<file path="config.mk">
export PLATFORM = sky130hd
export DESIGN_NAME = keypad_number_entry
export DESIGN_NICKNAME = d
export VERILOG_FILES = /design/src/rtl/keypad_number_entry.sv
export SDC_FILE = /design/constraint.sdc
export NUM_CORES = 1
export LEC_CHECK = 0
export CAP_MARGIN = 20
export CORE_ASPECT_RATIO = 0.6
export CORE_MARGIN = 2
export CORE_UTILIZATION = 45
export CTS_BUF_LIST = sky130_fd_sc_hd__clkbuf_8
export DETAILED_ROUTE_END_ITERATION = 12
export DONT_BUFFER_PORTS = 1
export GPL_ROUTABILITY_DRIVEN = 0
export GPL_TIMING_DRIVEN = 0
export SETUP_SLACK_MARGIN = 0.02
export SLEW_MARGIN = 40
export SYNTH_ARGS = -nofsm -noshare
export SYNTH_HDL_FRONTEND = slang
export SYNTH_SLANG_ARGS = --single-unit
export TNS_END_PERCENT = 20
</file>
<file path="constraint.sdc">
create_clock -name clk -period 8.6 [get_ports clk]
set_input_delay 1.72 -clock clk [delete_from_list [all_inputs] [get_ports clk]]
set_output_delay 1.72 -clock clk [all_outputs]
set_load 0.005 [all_outputs]
</file>
<file path="src/rtl/keypad_number_entry.sv">
// Debounced keypad front end that assembles up to four BCD digits into a number,
// with backspace, clear and enter (captures the number into result and pulses done).
module keypad_number_entry #(
    parameter int DEBOUNCE_CYCLES = 16
) (
    input  logic        clk,
    input  logic        rst,
    input  logic        key_valid,
    input  logic [3:0]  key_code,
    output logic [3:0]  digit3,
    output logic [3:0]  digit2,
    output logic [3:0]  digit1,
    output logic [3:0]  digit0,
    output logic [13:0] value,
    output logic [2:0]  count,
    output logic [13:0] result,
    output logic        done
);

    localparam int CNT_W = (DEBOUNCE_CYCLES > 1) ? $clog2(DEBOUNCE_CYCLES + 1) : 1;
    localparam logic [CNT_W-1:0] CNT_LAST = CNT_W'(DEBOUNCE_CYCLES - 1);

    localparam logic [3:0] CODE_ENTER = 4'hA;
    localparam logic [3:0] CODE_BKSP  = 4'hB;
    localparam logic [3:0] CODE_CLEAR = 4'hC;

    typedef enum logic [1:0] {
        IDLE         = 2'd0,
        DEBOUNCE     = 2'd1,
        ACCEPT       = 2'd2,
        WAIT_RELEASE = 2'd3
    } state_t;

    state_t           state_q, state_d;
    logic [CNT_W-1:0] cnt_q, cnt_d;
    logic [3:0]       code_q, code_d;
    logic [3:0]       d3_q, d3_d, d2_q, d2_d, d1_q, d1_d, d0_q, d0_d;
    logic [13:0]      value_q, value_d;
    logic [2:0]       count_q, count_d;
    logic [13:0]      result_q, result_d;
    logic             done_q, done_d;

    // value is rebuilt from the next-state digits with constant multiplies only,
    // so backspace never needs a divide-by-ten.
    function automatic logic [13:0] bcd_to_bin(input logic [3:0] b3, input logic [3:0] b2,
                                               input logic [3:0] b1, input logic [3:0] b0);
        return 14'(b3) * 14'd1000 + 14'(b2) * 14'd100 + 14'(b1) * 14'd10 + 14'(b0);
    endfunction

    always_comb begin
        state_d  = state_q;
        cnt_d    = cnt_q;
        code_d   = code_q;
        d3_d     = d3_q;
        d2_d     = d2_q;
        d1_d     = d1_q;
        d0_d     = d0_q;
        count_d  = count_q;
        result_d = result_q;
        done_d   = 1'b0;

        unique case (state_q)
            IDLE: begin
                if (key_valid) begin
                    code_d  = key_code;
                    cnt_d   = '0;
                    state_d = DEBOUNCE;
                end
            end
            DEBOUNCE: begin
                if (!key_valid || key_code != code_q) begin
                    state_d = IDLE;
                end else if (cnt_q == CNT_LAST) begin
                    state_d = ACCEPT;
                end else begin
                    cnt_d = cnt_q + 1'b1;
                end
            end
            ACCEPT: begin
                cnt_d   = '0;
                state_d = WAIT_RELEASE;
                if (code_q <= 4'd9) begin
                    if (count_q < 3'd4) begin
                        d3_d    = d2_q;
                        d2_d    = d1_q;
                        d1_d    = d0_q;
                        d0_d    = code_q;
                        count_d = count_q + 3'd1;
                    end
                end else if (code_q == CODE_BKSP) begin
                    if (count_q != 3'd0) begin
                        d0_d    = d1_q;
                        d1_d    = d2_q;
                        d2_d    = d3_q;
                        d3_d    = 4'd0;
                        count_d = count_q - 3'd1;
                    end
                end else if (code_q == CODE_CLEAR || code_q == CODE_ENTER) begin
                    if (code_q == CODE_ENTER) begin
                        result_d = value_q;
                        done_d   = 1'b1;
                    end
                    d3_d    = 4'd0;
                    d2_d    = 4'd0;
                    d1_d    = 4'd0;
                    d0_d    = 4'd0;
                    count_d = 3'd0;
                end
            end
            WAIT_RELEASE: begin
                if (key_valid) begin
                    cnt_d = '0;
                end else if (cnt_q == CNT_LAST) begin
                    state_d = IDLE;
                end else begin
                    cnt_d = cnt_q + 1'b1;
                end
            end
            default: state_d = IDLE;
        endcase

        value_d = bcd_to_bin(d3_d, d2_d, d1_d, d0_d);
    end

    always_ff @(posedge clk) begin
        if (rst) begin
            state_q  <= IDLE;
            cnt_q    <= '0;
            code_q   <= 4'd0;
            d3_q     <= 4'd0;
            d2_q     <= 4'd0;
            d1_q     <= 4'd0;
            d0_q     <= 4'd0;
            value_q  <= 14'd0;
            count_q  <= 3'd0;
            result_q <= 14'd0;
            done_q   <= 1'b0;
        end else begin
            state_q  <= state_d;
            cnt_q    <= cnt_d;
            code_q   <= code_d;
            d3_q     <= d3_d;
            d2_q     <= d2_d;
            d1_q     <= d1_d;
            d0_q     <= d0_d;
            value_q  <= value_d;
            count_q  <= count_d;
            result_q <= result_d;
            done_q   <= done_d;
        end
    end

    assign digit3 = d3_q;
    assign digit2 = d2_q;
    assign digit1 = d1_q;
    assign digit0 = d0_q;
    assign value  = value_q;
    assign count  = count_q;
    assign result = result_q;
    assign done   = done_q;

endmodule

</file>
==> flow_results.org, run 1 <==
** Run status
- Result of the run :: finished, final reports clean

** Route
- The routed layout has 3,291 vias.
- Total iterations of the first detailed-routing run :: 4
- In this run the remaining antenna-violating nets after routing total 0.
- The first routing iteration left 226 violations.
- Total wirelength of the detailed-routed design :: 10.0 mm
- After detailed routing, the average wire length per cell comes to 16.5 um.
- Drt drc :: 0
- Using the TritonRoute via totals, the vias-per-cell ratio works out to 5.41.

** Worst setup path
- The critical path starts at count[0]$_SDFFE_PP0P_.
- On the worst path, the slowest cell contributes a delay of 610 ps.
- The worst setup path is captured at a flip-flop.
- Series of cell instances along the critical path :: inv_1, ha_1, and4b_1, a211oi_4, nand2_2, a32oi_1, inv_1, fa_1, inv_1, fa_1, inv_1, ha_1, nor2b_1, o21ai_0, nand2b_1, xnor2_1, ha_1, ha_1, ha_1, or3_1, o32ai_1, o21ai_0, nand2b_1, mux2i_1
- RR Startpoint :: count[0]$_SDFFE_PP0P_
- Depth of the worst register-to-register path :: 24
- The worst setup path is of the reg2reg kind.
- Most used cell, CP :: ha_1
- Peak fanout along the critical path :: 9
- Capturing element of the worst setup path :: value[13]$_SDFF_PP0_
- In this run the register-to-register setup slack is 2010 ps.
- Arrival time of data at the critical path endpoint :: 6860 ps
- Kind of launch point of the worst setup path :: flip-flop
- The worst register-to-register path ends at value[13]$_SDFF_PP0_.
- Cell type of the slowest stage on the worst timing path :: fa_1
- Critical path required time :: 8860 ps

** Logic synthesis
- Total of warnings raised by yosys :: 0
- In this run, synthesis produced a sequential element count of 58.
- Cell accounting for the most synthesized area :: dfxtp_1
- In this run, synthesis inferred 0 flip-flops with an integrated enable.
- The cell count after synthesis came out at 478.
- Netlist area before placement :: 4200 sq um
- The share of synthesized area in the top cell type comes to 0.276.
- Share of flip-flops with an asynchronous set or reset after synthesis :: 0
- Post-synthesis net count :: 557
- Distinct cells, synth :: 62
- The share of the Yosys chip area taken by registers is 0.276.
- In the post-synthesis netlist, the biggest area contributors are dfxtp_1 (28%), ha_1 (16%), fa_1 (8.1%).
- Averaged over all synthesized cells, the footprint is 8.79 sq um.
- Top flip-flop cell by instance count after synthesis :: dfxtp_1

** STA
- On the final layout, the worst hold slack is 474 ps.
- Setup repair after global routing left no endpoint under its margin.
- Number of endpoints failing setup at the final stage :: 0
- Of the available clock period, the critical path in the final layout requires 0.767.
- Transition time at the pin with the least slew margin :: 661 ps
- Slew HR :: 0.559
- After routing, the total negative slack on setup checks comes to 0 ps.
- The routed design could run at a clock period as short as 6590 ps.
- Derived from the worst setup path, the maximum achievable clock frequency is 0.152 GHz.
- Worst Clk Skew :: 10.4 ps
- The number of pins exceeding their max-slew limit in the final report came to 0.
- Final hold violation count :: 0

** Final layout
- Fraction of final layout cells sized beyond drive strength 1 :: 0.0874
- The number of antenna diodes in the final layout is 0.
- Leaving out filler cells and counting taps, the final layout contains 608.
- Fin util :: 0.499
- Syn-to-layout area delta :: 8.37%
- After the last flow step, the layout net total stands at 568.
- Summed area of non-filler cells in the final layout :: 4550 sq um

** Placement
- In this run the cell area measured after placement is 4350 sq um.
- Number of cells in the design after placement :: 594
- Input/output buffers :: 0
- Total half-perimeter wirelength after legalization and detailed placement :: 7.96 mm

** Floorplan
- Die H :: 78.9 um
- The die covers 10,200 sq um.
- # IOs :: 55
- The core region is 9120 sq um.
- Measured along the x axis, the die boundary spans 129 um.
- Effective utilization at floorplan :: 0.461
- The initialized floorplan defines 27 standard-cell rows.

** CTS
- TritonCTS built the clock tree.
- Clock-pin slew was measured on the worst setup and hold paths at 60 ps.
- H-tree levels :: 3
- After clock tree synthesis, the repair step resized 0 gates.
- In this run the post-CTS setup repair buffer count came out at 0.
- In this run the deepest clock path goes through 2 buffers.
- Post-cts hold buffer count :: 0
- CTS placed an instance of clkbuf_8 at the clock tree root.
- Clock buffer count from CTS :: 9
- Counting every sink on the clock net gives 58.
- The later pin in the worst-skew pair is clocked with a latency of 340 ps.

** Power and ir drop
- Dividing total power by cell area gives a power density of 125 nW/um^2.
- The analysis attributes to cell leakage a power of 2.12 nW.
- VDD sags by at most 0.0790 mV.

** GRT
- Number of global-route vias before repair :: 3,234
- For this run, the total global-route usage over all layers was measured as 0.217.
- Entering global routing, the biggest net connects 11 pins.
- GR Overflow Total :: 0
- Initial antenna violation count :: 0
- Wire length of the first global-routing pass :: 17.0 mm

** Worst hold path
- Worst hold path type :: reg2reg

** Job
- Number of maximum-capacitance constraint violations :: 0
## cell usage after synthesis, types with 2 or more instances
master,n
a211o_1,2
a211oi_1,4
a21o_1,3
a21oi_1,32
a21oi_2,2
a22oi_1,2
a31oi_1,2
a32oi_1,2
and2_1,10
buf_2,4
buf_4,2
buf_6,2
clkbuf_1,10
dfxtp_1,58
fa_1,17
ha_1,55
inv_1,48
mux2_2,3
mux2i_1,9
nand2_1,52
nand2b_1,8
nand4_1,2
nor2_1,44
nor2b_1,8
nor3_1,5
nor3b_1,2
o21a_1,4
o21ai_0,16
o221a_2,2
o221ai_1,5
o22ai_1,3
o2bb2ai_1,5
or2_2,3
or3_1,4
xnor2_1,14
xor2_1,8
## through the flow
step / setup slack (ps) / total power [mW]
2_1_floorplan: 2990 / 0.301
3_3_place_gp: 2030 / 0.308
3_5_place_dp: 2030 / 0.308
4_1_cts: 2000 / 0.578
5_1_grt: 1520 / 0.592
6_report: 2010 / 0.572
## cell usage in the layout, fill, tap and decap left out, types with 3 or more instances in the layout
cell,n
or2_2,3
nor2_1,44
a21oi_1,32
o221ai_1,5
o22ai_1,3
xnor2_1,14
buf_2,4
xor2_1,8
and2_1,10
mux2i_1,9
o21a_1,4
nand2b_1,8
ha_1,55
clkbuf_1,10
clkbuf_8,10
nor2b_1,8
dfxtp_1,58
mux2_2,3
o2bb2ai_1,5
o21ai_0,16
nand2_1,52
a211oi_1,4
inv_1,49
nor3_1,5
or3_1,4
a21o_1,3
fa_1,17
## cell type report
cell class,count,area [sq um]
clock inverters,4,68.8
plain buffers,18,95.1
flip-flops and latches,58,1160
well taps,116,145
multi-input cells,354,2770
inverters,48,180
fillers,855,4570
clock buffers,10,138
## worst min path at each step
stage                              end  cells past startpoint  slack (ps)                    from
6_report        result[1]$_SDFFE_PP0P_                      2         470  result[1]$_SDFFE_PP0P_
5_1_grt         result[1]$_SDFFE_PP0P_                      2         500  result[1]$_SDFFE_PP0P_
3_3_place_gp    result[0]$_SDFFE_PP0P_                      2         470  result[0]$_SDFFE_PP0P_
3_5_place_dp    result[1]$_SDFFE_PP0P_                      2         470  result[1]$_SDFFE_PP0P_
2_1_floorplan  result[10]$_SDFFE_PP0P_                      2         450    value[10]$_SDFF_PP0_
4_1_cts         result[1]$_SDFFE_PP0P_                      2         480  result[1]$_SDFFE_PP0P_
## report_power, final
group | switching [mW] | internal (mW)
clock | 0.103 | 0.166
sequential | 0.00224 | 0.271
combinational | 0.0196 | 0.00981
## kinds of logic (layout without fill, tap and decap cells)
logic type	count (synthesis)	in the layout	synth area share
simple gates	148	148	0.167
compound gates	100	100	0.171
fa+ha+maj	72	72	0.245
buf+inv	66	80	0.0655
flops	58	58	0.276
xor+xnor	22	22	0.0458
mux	12	12	0.0295
## sequential cells by signal, summed over array words and instances (netlist names), named ones only
register and cells:
digit1 4, result 14, count 3, value 13
digit3 4, code_q 4, digit2 4, done 1
digit0 4, cnt_q 5, state_q 1
## critical path: cells and delay by family (launching register included)
kind | cells | cell delay [ps]
simple gates | 6 | 1300
xor+xnor | 1 | 250
fa+ha+maj | 7 | 2510
flops | 1 | 410
compound gates | 5 | 1440
mux | 1 | 130
buf+inv | 4 | 470
## routing by layer
layer  wire, um  track usage
met1       5030        0.315
met2       4050        0.305
met4        112       0.0533
met5          0            0
met3        829       0.0755
Power figures use the tool's default switching activity.
==> inputs of run 2 (changes only) <==
- clock period: 8.6 -> 5.8 ns (I/O delays scaled with it)
==> flow_results.org, run 2 (synthesis gave the netlist of run 1 again) <==
** Worst setup path
- The maximum fanout along the worst path was 7 (was 9).
- Kind of critical path :: reg2reg (unchanged)
- Kind of launch point of the worst setup path :: flip-flop (unchanged)
- Endpoint type of the worst setup path :: flip-flop (unchanged)
- Critical path required time :: 6060 ps (was 8860 ps)
- The count of cells along the worst register-to-register path was 23 (was 24).
- The origin of the critical flop-to-flop path is count[0]$_SDFFE_PP0P_ (unchanged).
- R2R Path End :: value[13]$_SDFF_PP0_ (unchanged)
- The register-to-register setup slack is 230 ps (was 2010 ps).
- Arrival time of data at the critical path endpoint :: 5830 ps (was 6860 ps)

** Final layout
- Most common library cell in the layout ignoring fill and taps :: dfxtp_1 (unchanged)
- Most frequent cells in the layout :: dfxtp_1 (55), nand2_1 (52), ha_1 (52) (was dfxtp_1 (58), ha_1 (55), nand2_1 (52))
- The number of flip-flops under the largest register name is 14 (unchanged).
- Diode count :: 0 (unchanged)
- The fraction of layout instances using a drive strength above 1 is 0.147 (was 0.0874).
- Syn-to-layout area delta :: 12.8% (was 8.37%)
- Layout net count :: 580 (was 568)

** STA
- Achievable Freq :: 0.180 GHz (was 0.152 GHz)
- Post-route fraction of the period consumed by the critical path :: 0.960 (was 0.767)
- Setup repair after global routing missed its margin: false (unchanged).
- Slew HR :: 0.574 (was 0.559)
- The hold violation total from the final report was 0 (unchanged).
- Transition time at the pin with the least slew margin :: 638 ps (was 661 ps)
- Worst Clk Skew :: 9.18 ps (was 10.4 ps)
- The final total negative setup slack is 0 ps (unchanged).
- The setup violation total in the final timing report came to 0 (unchanged).
- Total count of max-transition violations in the final report :: 0 (unchanged)
- Shortest period the worst path allows :: 5570 ps (was 6590 ps)

** CTS
- The buffer levels on the longest clock path was 2 (unchanged).
- H-tree levels :: 3 (unchanged)
- Clock-pin slew on the worst setup and hold paths :: 60 ps (about the same)
- The number of CTS-inserted buffers came to 9 (unchanged).
- The number of hold buffers added after cts came to 0 (unchanged).
- The latest clock arrival within the worst-skew pair came to 340 ps (about the same).
- Clock tree from TritonCTS :: yes (unchanged)
- The root buffer cell was clkbuf_8 (unchanged).
- The TritonCTS sink count is 58 (unchanged).

** Route
- First DRT Iteration DRCs :: 202 (was 226)
- The total wirelength of the detailed-routed design is 10.3 mm (was 10.0 mm).
- The number of iterations in the first detailed-routing pass is 5 (was 4).
- Detailed-route vias per instance :: 5.53 (was 5.41)
- Vias after detailed routing :: 3,426 (was 3,291)
- Routed len/inst :: 16.6 um (was 16.5 um)
- The post-route DRC violation count is 0 (unchanged).
- The final antenna-violating net count is 0 (unchanged).

** Power and ir drop
- The leakage dissipation was 2.19 nW (was 2.12 nW).
- Max rail drop VDD :: 0.117 mV (was 0.0790 mV)
- Power per cell area :: 179 nW/um^2 (was 125 nW/um^2)
- The total power was 849 uW (was 572 uW).

** Placement
- The count of input and output buffers was 0 (unchanged).
- Total half-perimeter wirelength after legalization and detailed placement :: 7.96 mm (unchanged)

** Worst hold path
- The number of cells traversed by the worst hold path is 2 (unchanged).
- The end point of the worst hold path is result[1]$_SDFFE_PP0P_ (unchanged).
- Worst Min Path Start :: result[1]$_SDFFE_PP0P_ (unchanged)
- The worst hold-check path type is reg2reg (unchanged).

** Floorplan
- Die H :: 78.9 um (unchanged)
- The starting utilization of the core area is 0.461 (unchanged).
- Placeable core region :: 9120 sq um (unchanged)
- Std cell rows :: 27 (unchanged)
- # IOs :: 55 (unchanged)
- Die Width :: 129 um (unchanged)
- Die outline area :: 10,200 sq um (unchanged)

** GRT
- Initial antenna violation count :: 0 (unchanged)
- The global-route wire length before repair is 17.2 mm (was 17.0 mm).
- Largest net degree at the start of global routing :: 11 (unchanged)
- The aggregate global routing overflow came to 0 (unchanged).
- Number of global-route vias before repair :: 3,283 (was 3,234)
- Combined global-route utilization of all metal layers :: 0.219 (was 0.217)

** Job
- The total of max-cap violations came to 0 (unchanged).

** Run status
- Result of the run :: finished, final reports clean (unchanged)
-- run 2: metrics by stage --
stage	instances	hold slack (ps)	instance area (sq um)	worst slack, ps	util
2_1_floorplan	478	448	4200	186	-
3_3_place_gp	594	467	4350	-766	0.477
3_5_place_dp	594	468	4350	-770	0.477
4_1_cts	614	476	4670	80.4	0.512
5_1_grt	620	499	4740	3.99	0.520
6_report	620	474	4740	232	0.520
-- run 2: worst max-delay path, cell delays in order, from the launching register on --
cell and delay [ps]:
dfxtp_4 370, inv_1 60, ha_2 190, and4b_2 270, a211oi_4 300, nand2_4 120, a32o_2 310, fa_1 550
inv_2 70, fa_1 500, inv_1 70, ha_4 260, nor2b_1 140, o21ai_1 110, nand2b_1 130, xnor2_2 240
ha_1 270, ha_1 300, ha_2 200, or3_1 320, o32ai_2 290, o21ai_2 150, nand2b_1 160, mux2i_1 130
-- run 2: where the power goes --
group / switching, mW / total [mW] / leakage (nW) / internal, mW
Sequential: 0.00336 / 0.405 / 0.470 / 0.401
Clock: 0.154 / 0.401 / 0.109 / 0.246
Combinational: 0.0292 / 0.0438 / 1.61 / 0.0146
-- run 2: worst max path at each step --
| stage | startpoint | end | slack (ps) | depth (start not counted) |
|---|---|---|---|---|
| finish | count[0]$_SDFFE_PP0P_ | value[13]$_SDFF_PP0_ | 230 | 23 |
| global route | count[0]$_SDFFE_PP0P_ | value[13]$_SDFF_PP0_ | 4 | 24 |
| CTS | count[0]$_SDFFE_PP0P_ | value[13]$_SDFF_PP0_ | 80 | 24 |
| detailed placement | count[0]$_SDFFE_PP0P_ | value[13]$_SDFF_PP0_ | -770 | 24 |
| global placement | count[0]$_SDFFE_PP0P_ | value[13]$_SDFF_PP0_ | -770 | 24 |
| floorplan | count[0]$_SDFFE_PP0P_ | value[13]$_SDFF_PP0_ | 190 | 24 |
-- run 2: metal layers --
metal  up-vias  wire length [um]  GRT usage
li1       1674                 -          -
met1      1647              5130      0.312
met2        92              4220      0.313
met3        13               865     0.0809
met4         0               101     0.0543
met5         -                 0          0
-- run 2: area by class of cell --
cell class                      instances  area [sq um]
Inverter                               48           185
Tap cell                              116           145
Clock inverter                          4          68.8
Buffer                                 18          95.1
Clock buffer                           10           138
Sequential cell                        58          1170
Multi-Input combinational cell        354          2850
Fill cell                             845          4380
Timing Repair Buffer                   12          90.1
-- run 2: timing repair --
| item | 4_1_cts | 5_1_grt |
|---|---|---|
| pin swaps | 7 | 10 |
| setup buffers | 6 | 6 |
| endpoints found under the setup margin | 4 | 3 |
| gates resized for setup | 15 | 12 |
==> inputs of run 3 (changes only) <==
- HOLD_SLACK_MARGIN: default -> 0.15
==> results of run 3 <==
Same layout as run 2: the final DEF is identical, and so are final timing and power.
